[src/rtl/period_meter_pkg.sv]
// Shared constants and FSM encoding for the period meter.
// Imported by the top and the edge-detect sub-module.
package period_meter_pkg;

   localparam int unsigned CLK_HZ = 4000000;
   localparam int unsigned CNT_W  = 19;

   typedef enum logic {
      ST_IDLE = 1'b0,
      ST_MEAS = 1'b1
   } state_e;

endpackage

[src/rtl/period_meter_sync_edge.sv]
// Two-flop synchronizer plus one delay stage and rising-edge detect.
// Flops reset high so a signal held high through reset gives no edge.
module period_meter_sync_edge
   import period_meter_pkg::*;
(
   input  logic clk_i,
   input  logic rst_ni,
   input  logic sig_i,
   output logic rise_o
);

   logic s1_q, s2_q, s3_q;

   always_ff @(posedge clk_i) begin
      if (!rst_ni) begin
         s1_q <= 1'b1;
         s2_q <= 1'b1;
         s3_q <= 1'b1;
      end else begin
         s1_q <= sig_i;
         s2_q <= s1_q;
         s3_q <= s2_q;
      end
   end

   assign rise_o = s2_q & ~s3_q;

endmodule

[src/rtl/period_meter.sv]
// Measures rising-edge to rising-edge period of a slow input in clock
// cycles, with valid strobe, stability lock and sticky timeout flag.
module period_meter #(
   parameter int unsigned CNT_W  = period_meter_pkg::CNT_W,
   parameter int unsigned TMO_CO = 400000,
   parameter int unsigned TOL    = 4
) (
   input  logic             CLK,
   input  logic             RST_N,
   input  logic             EN,
   input  logic             SIG_IN,
   output logic [CNT_W-1:0] PERIOD,
   output logic             VALID,
   output logic             LOCK,
   output logic             TIMEOUT
);
   import period_meter_pkg::*;

   if (TMO_CO < 2 || 64'(TMO_CO) >= (64'd1 << CNT_W)) begin : g_bad_tmo
      $error("TMO_CO does not fit the cycle counter");
   end

   localparam logic [CNT_W-1:0] CNT_LAST = CNT_W'(TMO_CO - 1);
   localparam logic [CNT_W:0]   TOL_X    = (CNT_W + 1)'(TOL);

   logic             rise;
   state_e           state_q, state_d;
   logic [CNT_W-1:0] cnt_q, cnt_d;
   logic [CNT_W-1:0] period_q, period_d;
   logic [CNT_W-1:0] prev_q, prev_d;
   logic             valid_q, valid_d;
   logic             lock_q, lock_d;
   logic             tmo_q, tmo_d;
   logic [CNT_W-1:0] cnt_inc;
   logic [CNT_W:0]   ext_new, ext_prev, diff;

   period_meter_sync_edge u_sync (
      .clk_i  (CLK),
      .rst_ni (RST_N),
      .sig_i  (SIG_IN),
      .rise_o (rise)
   );

   assign cnt_inc  = cnt_q + CNT_W'(1);
   assign ext_new  = {1'b0, cnt_inc};
   assign ext_prev = {1'b0, prev_q};
   assign diff     = (ext_new >= ext_prev) ? ext_new - ext_prev
                                           : ext_prev - ext_new;

   always_comb begin
      state_d  = state_q;
      cnt_d    = cnt_q;
      period_d = period_q;
      prev_d   = prev_q;
      valid_d  = 1'b0;
      lock_d   = lock_q;
      tmo_d    = tmo_q;
      if (!EN) begin
         state_d = ST_IDLE;
         cnt_d   = '0;
         prev_d  = '0;
         lock_d  = 1'b0;
      end else begin
         unique case (state_q)
            ST_IDLE: begin
               cnt_d = '0;
               if (rise) begin
                  state_d = ST_MEAS;
               end
            end
            ST_MEAS: begin
               cnt_d = cnt_inc;
               // An edge on the last count still yields a period.
               if (rise) begin
                  period_d = cnt_inc;
                  prev_d   = cnt_inc;
                  valid_d  = 1'b1;
                  tmo_d    = 1'b0;
                  cnt_d    = '0;
                  lock_d   = (diff <= TOL_X) && (prev_q != '0);
               end else if (cnt_q == CNT_LAST) begin
                  state_d = ST_IDLE;
                  cnt_d   = '0;
                  prev_d  = '0;
                  tmo_d   = 1'b1;
                  lock_d  = 1'b0;
               end
            end
            default: state_d = ST_IDLE;
         endcase
      end
   end

   always_ff @(posedge CLK) begin
      if (!RST_N) begin
         state_q  <= ST_IDLE;
         cnt_q    <= '0;
         period_q <= '0;
         prev_q   <= '0;
         valid_q  <= 1'b0;
         lock_q   <= 1'b0;
         tmo_q    <= 1'b0;
      end else begin
         state_q  <= state_d;
         cnt_q    <= cnt_d;
         period_q <= period_d;
         prev_q   <= prev_d;
         valid_q  <= valid_d;
         lock_q   <= lock_d;
         tmo_q    <= tmo_d;
      end
   end

   assign PERIOD  = period_q;
   assign VALID   = valid_q;
   assign LOCK    = lock_q;
   assign TIMEOUT = tmo_q;

endmodule

[config.mk]
export PLATFORM = sky130hd
export DESIGN_NAME = period_meter
export DESIGN_NICKNAME = d
export VERILOG_FILES = /design/src/rtl/period_meter_pkg.sv /design/src/rtl/period_meter_sync_edge.sv /design/src/rtl/period_meter.sv
export SDC_FILE = /design/constraint.sdc
export NUM_CORES = 1
export LEC_CHECK = 0
export ABC_AREA = 0
export BUFFER_PORTS_ARGS = -buffer_cell sky130_fd_sc_hd__buf_4
export CAP_MARGIN = 10
export CORE_MARGIN = 2
export CORE_UTILIZATION = 32
export CTS_CLUSTER_DIAMETER = 200
export DETAILED_ROUTE_END_ITERATION = 10
export PLACE_DENSITY = 0.47
export SYNTH_ARGS = -nofsm -noshare
export SYNTH_HDL_FRONTEND = slang
export SYNTH_SLANG_ARGS = --single-unit
[constraint.sdc]
create_clock -name CLK -period 6.7 [get_ports CLK]
set_clock_uncertainty 0.15 [all_clocks]
set_input_delay 1.34 -clock CLK [delete_from_list [all_inputs] [get_ports CLK]]
set_output_delay 1.34 -clock CLK [all_outputs]
set_load 0.1 [all_outputs]
[Yosys cells after proc, flatten, opt, wreduce, memory -nomap -nowiden]
Index checks and enable logic that the tools add are counted.
Storage, ports and cells
  register bits after elaboration: 64
  bits of input ports: 4
  output and inout port bits: 22
Cells by class
  add/subtract/negate cells: 3
  order comparisons: 2
  eq/ne operators: 1
  multiplexer cells: 14
  bitwise gates (word level): 3
  reductions and logical operators: 8
Operators by type and width (number)
  $mux 19: 4
  $sub 19x19->20: 2
  $pmux 19 s2: 1
  $le 20x3->1 const B: 1
  $mux 20: 1
  $add 19x1->19 const B: 1
  $eq 19x19->1 const B: 1
  $ge 19x19->1: 1
  $reduce_bool 19->1: 1
  $reduce_and 3->1: 3
  $mux 1: 7
  $reduce_and 2->1: 2
  $not 1->1: 2
  $pmux 1 s2: 1
  $reduce_bool 2->1: 1
  $and 1x1->1: 1
  $logic_and 1x1->1: 1

[Depth between registers and ports, before layout]
  depth after elaboration: 6
  depth in mapped cells: 18
  depth with buffers taken out: 17

[Modules after synthesis]
A second synthesis with hierarchy kept.
Second synthesis, totals
  cell total of the unflattened synthesis: 526
  area, all modules: 4259.1 µm²
Modules (own cells, without submodules)
  period_meter: instances 1, cells each 519, area an instance 4166.5 µm²
  period_meter_sync_edge: instances 1, cells each 7, area an instance 92.6 µm²

[Least setup slack after synthesis]
Ideal clock, no wire load.
  kind: register to register
  start: register cnt_q[2]
  end: register lock_q (netlist: LOCK)
  arrival: 3.632 ns
  data required time: 6.483 ns
  setup slack: 2.851 ns
  stages on the path, launching flop included: 19
  period minus slack after synthesis: 3.849 ns
  path through: dfxtp_1 -> nand3_1 -> nor2_1 -> nand4_1 -> nor3_1 -> nand2_1 -> xor2_1 -> inv_1 -> ha_1 -> buf_2 -> a21o_1 -> a21oi_1 -> o221ai_1 -> a21oi_1 -> nand2_1 -> a311o_1 -> a211o_1 -> nand4bb_1 -> o21ai_2
On the way
  word-level cells in the longest chain between the ends: 6
Ends and longest elaborated chain
  start: declaration: line period_meter.sv:28  | logic [CNT_W-1:0] cnt_q, cnt_d;
  start signal: assignment: line period_meter.sv:105  | cnt_q <= cnt_d;
  $add 19x1->19 *: line period_meter.sv:44  | assign cnt_inc = cnt_q + CNT_W'(1);
  via cnt_inc[17]: line period_meter.sv:34  | logic [CNT_W-1:0] cnt_inc;
  $sub 19x19->20 (tied with other cells): line period_meter.sv:48  | : ext_prev - ext_new;
  $mux 20 *: line period_meter.sv:47  | assign diff = (ext_new >= ext_prev) ? ext_new - ext_prev
  $le 20x3->1 *: line period_meter.sv:80  | lock_d = (diff <= TOL_X) && (prev_q != '0);
  $logic_and 1x1->1 *: line period_meter.sv:80
  $mux 1 *: line period_meter.sv:74  | if (rise) begin
  end signal: assignment: line period_meter.sv:109  | lock_q <= lock_d;
  end: declaration: line period_meter.sv:32  | logic lock_q, lock_d;
Mark *: on every way through the listed nets, which the timed path passes. The rest lies on a longest branch.
A chain may end at the register's enable or synchronous reset.

[Final worst setup path]
Same ends and word-level chain as after synthesis.

==> flow_summary.json <==
{
  "status": "finished clean",
  "synth-seq-cells": 64,
  "diodes": 0,
  "die_w_um": 122,
  "fin_crit_ns": 4.75,
  "grt_use_total_pct": 17.2,
  "syn-cell-area_um2": 4460,
  "multiInputGateArea_um2": 2830,
  "grt_max_degree": 29,
  "worst_pin_slew_ns": 1.07,
  "finalNetCount": 626,
  "dieArea_um2": 14900,
  "min_from": "u_sync.s1_q",
  "max_cap_viol_count": 0,
  "num_vias": 4104,
  "synthArstFlopShare_pct": 0,
  "leakage_nw": 2.46,
  "cts_tree": "yes",
  "path_max_fanout": 13,
  "whs_endpoint": "u_sync.s2_q",
  "final_cells": 768,
  "ant_nets": 0,
  "grt_pass1_wl_um": 20100,
  "die_h_um": 122,
  "synth_nets": 614,
  "clk_pin_slew_worst_paths_ns": 0.05,
  "p_sw_share_pct": 19.6,
  "io_pins": 26,
  "seq_power_share_pct": 43.3,
  "start_util_pct": 32.5,
  "syn2layout_area_growth_pct": 13.0,
  "yosysUniqueCellTypes": 66,
  "fill_cells": 1443,
  "numCtsBuffers": 9,
  "cts_hold_buf": 0,
  "final_cell_mix": "dfxtp_1 (64), nor2_1 (64), inv_1 (53)",
  "dp_cells": 752,
  "seq_area_frac_synth_pct": 28.7,
  "clkLatencyLatePin_ns": 0.33,
  "drv_slew": 0,
  "synthFlopType": "dfxtp_1",
  "synth_edf_count": 0,
  "drive_gt1_share_pct": 9.69,
  "overflow": 0,
  "r2r_start": "cnt_q[2]",
  "register_area_um2": 1280,
  "setup_ws_ns": 1.95,
  "min_path_cells": 1,
  "p_int_w": 0.000709,
  "postSynthAreaPerCell_um2": 7.81,
  "crit_path_end_kind": "flip-flop",
  "power.clock.fraction_pct": 55.4,
  "drt_iter0_drc": 230,
  "port_buffers": 25,
  "max-vdd-ir-drop_mv": 0.157,
  "wl_per_cell_um": 16.0,
  "hold_viol_final": 0,
  "crit_required_ns": 6.81,
  "regToRegSetupSlack_ns": 1.95,
  "p_comb_share_pct": 1.3,
  "reg2reg_depth": 17,
  "critical_path_class": "reg2reg",
  "vias_per_cell": 5.34,
  "syn_inst": 571,
  "hp-class": "reg2reg",
  "grt_pass1_vias": 3824,
  "drc": 0,
  "p_total_w": 0.000882,
  "worst_hold_slack_ns": 0.259,
  "yosys_warnings": 0,
  "start_kind": "flip-flop",
  "powerDensity_nw_per_um2": 175,
  "r2r-end": "LOCK",
  "arrival_ns": 4.86,
  "dpl_worst_slack_ns": 1.93,
  "finalSetupViolCount": 0,
  "fin_setup_tns_ns": 0,
  "cts_buffer_depth": 2,
  "switchingPower_w": 0.000173,
  "cts_resized": 0,
  "hpwl_um": 9630,
  "globalplace.congestion": 0.950,
  "timing.fmax_mhz": 211,
  "cts_setup_buffers": 0,
  "rsz0062_at_grt": "no",
  "finalCritPeriodShare_pct": 70.9,
  "clock-sinks": 64,
  "h-tree-depth": 3,
  "antenna_found_initial": 0,
  "core_um2": 13700,
  "drt_first_pass_iters": 5,
  "slew_headroom_pct": 28.6,
  "cts-root-buf": "clkbuf_16",
  "drt-total-wl_um": 12300,
  "rows": 43
}
[registers in the layout, summed over array words and instances (netlist names)]
register and flops:
u_sync.s1_q 1, u_sync.s2_q 1, prev_q 19, PERIOD 19, cnt_q 19, TIMEOUT 1
u_sync.s3_q 1, LOCK 1, VALID 1, state_q 1
[synth_stat cells (8+ instances only)]
library cell | instances | area, µm²
nor2_1 | 65 | 244
dfxtp_1 | 64 | 1280
inv_1 | 53 | 199
nand2_1 | 52 | 195
a21o_1 | 40 | 300
ha_1 | 39 | 488
a21oi_1 | 31 | 155
o21ai_0 | 30 | 150
nand3_1 | 14 | 70.1
xor2_1 | 13 | 114
clkbuf_1 | 12 | 45.0
nand2b_1 | 11 | 68.8
nor3_1 | 10 | 50.1
xnor2_1 | 9 | 78.8
nor4_1 | 8 | 50.1
[cells by family (layout without fill, tap and decap cells)]
kind of cell | count (synthesis) | count (layout) | synth area share (%)
and+or+nand+nor | 197 | 197 | 21.1
AOI/OAI and AO/OA | 168 | 168 | 26.1
buffers and inverters | 77 | 94 | 7.91
DFF | 64 | 64 | 28.7
adders and majority gates | 39 | 39 | 10.9
xor gates and xnor gates | 22 | 22 | 4.32
muxes | 4 | 4 | 0.926
[through the flow]
stage	util [%]	cell area (µm²)
2_1_floorplan	-	4460
3_3_place_gp	34.4	4730
3_5_place_dp	34.4	4730
4_1_cts	36.7	5040
5_1_grt	36.7	5040
6_report	36.7	5040
[power groups by stage]
stage                     Combinational, W  Clock, W  Sequential, W
after floorplan                 0.00000735         0       0.000390
after global placement           0.0000114         0       0.000390
after detailed placement         0.0000115         0       0.000390
after CTS                        0.0000116  0.000500       0.000382
after global routing             0.0000127  0.000517       0.000382
final                            0.0000113  0.000489       0.000382
[worst max-delay path, cell delays in order, from the launching register on]
cell       delay (ns)
dfxtp_1          0.38
nand3_1          0.11
nor2_1           0.20
nand4_1          0.26
nor3_1           0.34
nand2_1          0.10
xor2_1           0.32
inv_1            0.08
ha_1             0.45
a21o_1           0.26
a31oi_1          0.23
o221ai_1         0.23
a21oi_1          0.49
nand2_1          0.14
a311o_1          0.35
a211o_1          0.26
nand4bb_1        0.20
o21ai_2          0.13
[layout make-up]
cell class | instances | area share, %
multi-input cells | 430 | 56.2
flip-flops and latches | 64 | 25.4
clock buffers | 10 | 4.54
well taps | 180 | 4.47
inverters | 53 | 3.95
repair buffers | 25 | 3.72
clock inverters | 6 | 1.66
[metal layers]
layer / wire (µm) / share of wire (%) / track usage [%]
met3: 397 / 3.2 / 2.34
met4: 278 / 2.3 / 6.18
met2: 5640 / 46 / 27.7
met5: 0 / 0 / 0
met1: 6000 / 49 / 23.5
[worst max-delay path by stage]
stage | endpoint | cells after the start | start | slack (ns)
2_1_floorplan | LOCK | 18 | cnt_q[2] | 2.85
3_3_place_gp | LOCK | 17 | cnt_q[2] | 2.18
3_5_place_dp | LOCK | 17 | cnt_q[2] | 1.93
4_1_cts | LOCK | 17 | cnt_q[2] | 1.90
5_1_grt | LOCK | 17 | cnt_q[2] | 1.43
6_report | LOCK | 17 | cnt_q[2] | 1.95
(Power assumes the default switching activity.)
